## src/rtl/serial_adder_pkg.sv

```systemverilog
// Shared types and sizing helpers for the nibble-serial add/subtract unit.
package serial_adder_pkg;

  typedef enum logic [1:0] {
    S_IDLE = 2'd0,
    S_RUN  = 2'd1,
    S_DONE = 2'd2
  } state_t;

  localparam int SLICE_W = 4;

  // Number of bits needed to hold values 0..value-1.
  function automatic int clog2(input int value);
    int v;
    int r;
    v = value - 1;
    r = 0;
    while (v > 0) begin
      r++;
      v = v >> 1;
    end
    return r;
  endfunction

endpackage

```

## src/rtl/adder_slice_4.sv

```systemverilog
// 4-bit ripple slice; also reports the carry into its top bit so the
// final slice can derive signed overflow.
module adder_slice_4
  import serial_adder_pkg::*;
(
  input  logic [SLICE_W-1:0] i_a,
  input  logic [SLICE_W-1:0] i_b,
  input  logic               i_carry,
  output logic [SLICE_W-1:0] o_sum,
  output logic               o_carry,
  output logic               o_carry_msb_in
);

  logic [SLICE_W:0] w_c;

  assign w_c[0] = i_carry;

  for (genvar g = 0; g < SLICE_W; g++) begin : g_bit
    full_adder u_fa (
      .i_a (i_a[g]),
      .i_b (i_b[g]),
      .i_c (w_c[g]),
      .o_s (o_sum[g]),
      .o_c (w_c[g+1])
    );
  end

  assign o_carry        = w_c[SLICE_W];
  assign o_carry_msb_in = w_c[SLICE_W-1];

endmodule

```

## src/rtl/full_adder.sv

```systemverilog
// One-bit full adder cell used to build the ripple slice.
module full_adder (
  input  logic i_a,
  input  logic i_b,
  input  logic i_c,
  output logic o_s,
  output logic o_c
);

  assign o_s = i_a ^ i_b ^ i_c;
  assign o_c = (i_a & i_b) | (i_c & (i_a ^ i_b));

endmodule

```

## src/rtl/nibble_serial_adder.sv

```systemverilog
// Multi-cycle add/subtract: one nibble per cycle, LSB first, with a final
// commit cycle so the visible result only changes when an operation completes.
// Handshake: a transfer happens on a rising edge where valid and ready are both
// high; in_ready is high only in IDLE, out_valid only in DONE, never together.
module nibble_serial_adder
  import serial_adder_pkg::*;
#(
  parameter int WIDTH = 32
) (
  input  logic             clk,
  input  logic             rst_n,
  input  logic             in_valid,
  output logic             in_ready,
  input  logic [WIDTH-1:0] a,
  input  logic [WIDTH-1:0] b,
  input  logic             sub,
  output logic             out_valid,
  input  logic             out_ready,
  output logic [WIDTH-1:0] sum,
  output logic             carry_out,
  output logic             overflow,
  output logic [1:0]       dbg_state
);

  localparam int NSLICE = WIDTH / SLICE_W;
  localparam int CNT_W  = clog2(NSLICE + 1);
  localparam logic [CNT_W-1:0] LAST_SLICE = CNT_W'(NSLICE - 1);
  localparam logic [CNT_W-1:0] COMMIT     = CNT_W'(NSLICE);

  state_t             r_state;
  state_t             w_next;
  logic [CNT_W-1:0]   r_cnt;
  logic [WIDTH-1:0]   r_a;
  logic [WIDTH-1:0]   r_b;
  logic [WIDTH-1:0]   r_acc;
  logic [WIDTH-1:0]   r_sum;
  logic               r_carry;
  logic               r_cmsb;
  logic               r_carry_out;
  logic               r_overflow;
  logic               w_accept;
  logic               w_slice;
  logic               w_commit;
  logic [SLICE_W-1:0] w_slice_sum;
  logic               w_slice_carry;
  logic               w_slice_cmsb;

  adder_slice_4 u_slice (
    .i_a            (r_a[SLICE_W-1:0]),
    .i_b            (r_b[SLICE_W-1:0]),
    .i_carry        (r_carry),
    .o_sum          (w_slice_sum),
    .o_carry        (w_slice_carry),
    .o_carry_msb_in (w_slice_cmsb)
  );

  always_ff @(posedge clk or negedge rst_n) begin
    if (!rst_n) begin
      r_state <= S_IDLE;
    end else begin
      r_state <= w_next;
    end
  end

  always_comb begin
    w_next = r_state;
    case (r_state)
      S_IDLE:  if (in_valid) w_next = S_RUN;
      S_RUN:   if (r_cnt == COMMIT) w_next = S_DONE;
      S_DONE:  if (out_ready) w_next = S_IDLE;
      default: w_next = S_IDLE;
    endcase
  end

  always_comb begin
    in_ready  = 1'b0;
    out_valid = 1'b0;
    w_slice   = 1'b0;
    w_commit  = 1'b0;
    case (r_state)
      S_IDLE: in_ready  = 1'b1;
      S_RUN: begin
        w_slice  = (r_cnt != COMMIT);
        w_commit = (r_cnt == COMMIT);
      end
      S_DONE: out_valid = 1'b1;
      default: ;
    endcase
    w_accept = in_ready & in_valid;
  end

  // Subtraction is folded in at accept time: B is inverted and the carry seeded with 1.
  always_ff @(posedge clk or negedge rst_n) begin
    if (!rst_n) begin
      r_cnt       <= '0;
      r_a         <= '0;
      r_b         <= '0;
      r_acc       <= '0;
      r_sum       <= '0;
      r_carry     <= 1'b0;
      r_cmsb      <= 1'b0;
      r_carry_out <= 1'b0;
      r_overflow  <= 1'b0;
    end else if (w_accept) begin
      r_a     <= a;
      r_b     <= sub ? ~b : b;
      r_carry <= sub;
      r_cnt   <= '0;
    end else if (w_slice) begin
      r_a     <= {SLICE_W'(0), r_a[WIDTH-1:SLICE_W]};
      r_b     <= {SLICE_W'(0), r_b[WIDTH-1:SLICE_W]};
      r_acc   <= {w_slice_sum, r_acc[WIDTH-1:SLICE_W]};
      r_carry <= w_slice_carry;
      r_cnt   <= r_cnt + CNT_W'(1);
      if (r_cnt == LAST_SLICE) r_cmsb <= w_slice_cmsb;
    end else if (w_commit) begin
      r_sum       <= r_acc;
      r_carry_out <= r_carry;
      r_overflow  <= r_carry ^ r_cmsb;
    end
  end

  assign sum       = r_sum;
  assign carry_out = r_carry_out;
  assign overflow  = r_overflow;
  assign dbg_state = r_state;

endmodule
```

## config.mk

```make
export PLATFORM = sky130hd
export DESIGN_NAME = nibble_serial_adder
export DESIGN_NICKNAME = d
export VERILOG_FILES = /design/src/rtl/serial_adder_pkg.sv /design/src/rtl/adder_slice_4.sv /design/src/rtl/full_adder.sv /design/src/rtl/nibble_serial_adder.sv
export SDC_FILE = /design/constraint.sdc
export NUM_CORES = 1
export LEC_CHECK = 0
export BUFFER_PORTS_ARGS = -buffer_cell sky130_fd_sc_hd__buf_2
export CAP_MARGIN = 20
export CORE_MARGIN = 4
export CORE_UTILIZATION = 40
export DETAILED_ROUTE_END_ITERATION = 10
export MAX_ROUTING_LAYER = met4
export PLACE_DENSITY = 0.69
export SYNTH_ARGS = -nofsm -noshare
export SYNTH_HDL_FRONTEND = slang
export SYNTH_SLANG_ARGS = --single-unit
export TNS_END_PERCENT = 1
```

## constraint.sdc

```tcl
create_clock -name clk -period 2.7 [get_ports clk]
set_input_delay 0.405 -clock clk [delete_from_list [all_inputs] [get_ports clk]]
set_output_delay 0.405 -clock clk [all_outputs]
set_load 0.01 [all_outputs]
```

Word-level counts from Yosys, hierarchy flattened

Index checks and enable logic that the tools add are counted.
W data, S select, Z words.

$add $sub $neg: 1
Eq/ne operators: 8
Multiplexer cells: 17
Bitwise logic cells: 25
Reductions and logical operators: 6

Operator list:

| kind                  | number |
|---|---|
| $mux W32              | 5 |
| $not A32 Y32          | 1 |
| $and A1 B1 Y1         | 9 |
| $reduce_and A3 Y1     | 3 |
| $xor A1 B1 Y1         | 9 |
| $mux W4               | 2 |
| $mux W1               | 6 |
| $mux W2               | 3 |
| $ne A2 B2 Y1 const B  | 3 |
| $pmux W2 S3           | 1 |
| $add A4 B1 Y4 const B | 1 |
| $eq A4 B3 Y1 const B  | 1 |
| $eq A4 B4 Y1 const B  | 1 |
| $ne A4 B4 Y1 const B  | 1 |
| $or A1 B1 Y1          | 4 |
| $eq A2 B1 Y1 const B  | 1 |
| $eq A2 B2 Y1 const B  | 1 |
| $logic_not A2 Y1      | 1 |
| $not A1 Y1            | 2 |
| $reduce_and A2 Y1     | 1 |
| $reduce_bool A2 Y1    | 1 |

Flip-flop bits (word level): 138
Input bits: 69
Output and inout port bits: 38
Word-level logic and storage cells: 67

Logic depth before layout (Yosys ltp)

Word-level depth: 11
Depth in mapped cells: 10
Depth with buffers taken out: 10

Hierarchy

A second synthesis with hierarchy kept.

Cells, all modules: 477
Area total of the unflattened synthesis: 6012.0 um^2

By module, submodules not included:

| module              | instances | cells each | area each (um^2) | seq. area each (um^2) |
|---|---|---|---|---|
| nibble_serial_adder | 1         | 473        | 5931.9           | 3453.3 |
| full_adder          | 4         | 1          | 20.0             | 0.0 |

Least setup slack after synthesis

OpenSTA, ideal clock, no wires.

Path kind: register to register
From: reg r_carry
To: reg r_acc[31]
Setup time: 125 ps
Data arrival time: 2236 ps
Data required time: 2575 ps
Slack: 340 ps
Cell stages (with the launch flop): 10
Buffers on the path: 0
Clock period less this slack: 2360 ps
Cells stage by stage: dfrtp_1 > inv_1 > fa_1 > inv_1 > fa_1 > inv_1 > fa_1 > inv_1 > fa_1 > mux2_2

Word-level cells in the longest chain between the ends: 7

Ends and longest elaborated chain:

| what                          | RTL line                   | text |
|---|---|---|
| from (decl)                   | nibble_serial_adder.sv:37  | `logic r_carry;` |
| from (signal assigned)        | nibble_serial_adder.sv:107 | `r_carry <= sub;` |
| from (signal assigned)        | nibble_serial_adder.sv:113 | `r_carry <= w_slice_carry;` |
| $and A1 B1 Y1                 | full_adder.sv:11           | `assign o_c = (i_a & i_b) \| (i_c & (i_a ^ i_b));` |
| $or A1 B1 Y1                  | full_adder.sv:11           |  |
| $and A1 B1 Y1                 | full_adder.sv:11           |  |
| $or A1 B1 Y1                  | full_adder.sv:11           |  |
| $and A1 B1 Y1                 | full_adder.sv:11           |  |
| $or A1 B1 Y1                  | full_adder.sv:11           |  |
| net u_slice.g_bit[2].u_fa.o_c | full_adder.sv:7            | `output logic o_c` |
| $xor A1 B1 Y1                 | full_adder.sv:10           | `assign o_s = i_a ^ i_b ^ i_c;` |
| net u_slice.g_bit[3].u_fa.o_s | full_adder.sv:6            | `output logic o_s,` |
| to (signal assigned)          | nibble_serial_adder.sv:112 | `r_acc <= {w_slice_sum, r_acc[WIDTH-1:SLICE_W]};` |
| to (decl)                     | nibble_serial_adder.sv:35  | `logic [WIDTH-1:0] r_acc;` |

The timed path passes the listed nets, and every way through them passes these cells.
A chain may end at the register's enable or synchronous reset.

Worst setup path after layout

Ends and elaborated chain as after synthesis.

==> out/qor.yml <==
drt:
  vias: 4400
  wirelength_mm: 14.0
  avgViaCountPerCell: 5.49
  drc_errors: 0
  drt_iter0_drc: 340
  drtAntennaViolNets: 0
  wl_per_cell_um: 17.5
  first_pass_iters: 4
clocking:
  clock_latency_ns: 0.41
  cts_root_buffer: "clkbuf_16"
  tritoncts: "built"
  cts_buffers: 17
  cts.sinks: 138
  htree_levels: 4
  cts_setup_buffers: 0
  clkTransAtPathRegs_ns: 0.05
  cts.path.max_buffers: 2
placed_design:
  hpwl_mm: 9.53
  place_area_um2: 6820
  place_ws_ns: 0.156
  io_buffer_count: 106
  routabilityCongestion: 0.803
setup_path:
  endpoint_kind: "register"
  cp_slowest_cell: "fa_1"
  crit_path_max_incr_delay_ns: 0.44
  crit_chain: "inv_1 > fa_1 > inv_1 > fa_1 > inv_1 > fa_1 > inv_1 > fa_1 > mux2_2"
  timing.rr.start: "r_carry"
  crit_arrival_ns: 2.85
  cp-startpoint: "r_carry"
  r2r_end: "r_acc[31]"
  crit_type: "register to register"
  crit_fanout: 3
  r2r_cells: 9
  crit_end: "r_acc[31]"
  crit_path_start_kind: "register"
  rrSetupSlack_ns: 0.14
  worstPathRequired_ns: 2.99
timing:
  final.period_utilization_pct: 94.8
  tns_ns: 0
  setup_slack_ns: 0.141
  rsz0062_at_grt: "no"
  finClkSkew_ns: 0.00921
  timing.final.crit_period_ns: 2.56
  maxSlewHeadroom_pct: 59.4
  final_hold_viol_count: 0
  slew_violations: 0
  setup_violations: 0
  hold_ws_ns: 0.219
  clock.fmax_mhz: 391
  worst_slew_pin_slew_ns: 0.608
final_layout:
  diodes: 0
  drive_gt1_share_pct: 33.6
  post-route-util_pct: 49.0
  syn_to_final_growth_pct: 20.7
  layout.nets: 677
  fin_area_um2: 7420
yosys:
  postSynthAreaPerCell_um2: 12.1
  synth_top_area_share_pct: 56.2
  synth_seq_cells: 138
  netlist_area_um2: 6140
  ys_top_cells_by_count: "dfrtp_1, mux2_2, o21ai_0"
  synth_ff_type: "dfrtp_1"
  synth_cell_types: 40
  yosysMostFrequentCell: "dfrtp_1"
  yosysWarnings: 0
  synthArstFlopShare_pct: 100
  synthCells: 506
  yosys.area.top_type: "dfrtp_1"
  yosysSeqAreaShare_pct: 56.2
  synth.area.top_cells: "dfrtp_1, mux2_2, xnor2_1, a221o_1, o21ai_0"
  synth_edf_count: 0
  syn_nets: 581
global_route:
  grt_usage_pct: 17.1
  antenna_found_initial: 0
  grt_max_degree: 63
  grt_pass1_vias: 4454
  grt-ovfl-total: 0
  grt_pass1_wl_mm: 23.2
floorplan:
  rows: 45
  start_util_pct: 40.6
  die_y_um: 132
  die_x_um: 132
  core_area_um2: 15100
  io_pins: 107
  dieArea_um2: 17400
power_and_ir_drop:
  combPwrFrac_pct: 35.7
  power_density_nw_per_um2: 1250
  swShare_pct: 33.7
  power.share.sequential_pct: 39.9
  clkPwrFrac_pct: 24.4
  intPower_mw: 6.16
  switchingPower_mw: 3.13
  leakage_nw: 3.37
  irDropWorstVdd_uv: 597
run_status:
  status: "finished clean"
min_path:
  holdPathStages: 3
  hold_class: "input pin to register"
flow_run:
  drv_cap: 0
layer usage:
layer	up-vias	track usage, %	part of all wire [%]
li1	2023	-	-
met1	2219	22.1	44
met2	143	26.5	49
met3	15	4.50	5.7
met4	0	5.54	1.2
met5	-	-	0
sequential cells by signal, indices dropped and copies added (netlist names):
name / flops
r_a: 32
r_acc: 32
r_b: 32
sum: 32
r_cnt: 4
dbg_state: 2
carry_out: 1
overflow: 1
r_carry: 1
r_cmsb: 1
worst max-delay path, delay by kind of cell, from the launching register on:
kind                     cells  cell delay [ns]
adder cells (fa/ha/maj)      4             1.46
buffers and inverters        4             0.34
flip-flops                   1             0.37
multiplexers                 1             0.28
final cells by class:
class | instances | area, µm²
tap | 188 | 235
sequential | 138 | 3450
clock buffer | 24 | 492
fill | 1364 | 7730
clock inverter | 7 | 90.1
multi-input combinational | 313 | 2430
timing repair buffer | 120 | 669
inverter | 12 | 45.0
worst min path at each step:
| stage | slack [ns] | endpoint | startpoint |
|---|---|---|---|
| floorplan | 0.11 | carry_out | rst_n |
| global placement | 0.41 | sum[4] | rst_n |
| detailed placement | 0.42 | r_acc[0] | rst_n |
| CTS | 0.20 | r_a[29] | a[29] |
| global route | 0.21 | r_a[29] | a[29] |
| finish | 0.22 | r_a[31] | a[31] |
power groups by stage:
stage | clock network [mW] | logic, mW | registers (mW)
floorplan | 0 | 2.37 | 3.64
global placement | 0 | 3.20 | 3.68
detailed placement | 0 | 3.33 | 3.74
CTS | 2.32 | 3.35 | 3.72
global route | 2.43 | 3.69 | 3.83
finish | 2.27 | 3.32 | 3.71
kinds of logic after synthesis:
family          synth area share [%]
simple gates                    5.66
compound gates                  15.5
flops                           56.2
xor+xnor                        4.70
mux                             11.9
buf+inv                         4.32
fa+ha+maj                       1.71
layout by cell type (no fill, tap or decap), drive strengths merged:
cell / netlist / layout
a31oi: 31 / 31
nand3b: 1 / 1
nor2: 22 / 22
o32ai: 1 / 1
a32oi: 2 / 2
dfrtp: 138 / 138
mux2i: 1 / 1
inv: 12 / 12
nand2b: 1 / 1
a22oi: 20 / 20
mux2: 64 / 64
nor2b: 1 / 1
nor3: 1 / 1
o22ai: 4 / 4
clkbuf: 12 / 24
or3b: 1 / 1
ha: 2 / 2
and2b: 1 / 1
xnor2: 33 / 33
nand2: 15 / 15
clkinvlp: 0 / 2
a21o: 1 / 1
nor3b: 1 / 1
and2: 15 / 15
fa: 4 / 4
buf: 31 / 119
a221o: 23 / 23
or3: 1 / 1
a21oi: 18 / 18
o31ai: 2 / 2
o21ai: 42 / 42
nand3: 4 / 4
and3b: 1 / 1
bufinv: 0 / 2
dlygate4sd3: 0 / 1
clkinv: 0 / 3
stage by stage:
stage | power [mW] | cells
6_report | 9.29 | 802
5_1_grt | 9.96 | 802
4_1_cts | 9.39 | 802
3_5_place_dp | 7.07 | 770
3_3_place_gp | 6.89 | 770
2_1_floorplan | 6.00 | 506
timing repair:
item / in CTS / in global routing
hold buffers: 1 / 0
endpoints found under the hold margin: 57 / 0
gates resized for setup: 0 / 0
No activity file was read; power rests on OpenSTA's default activity.
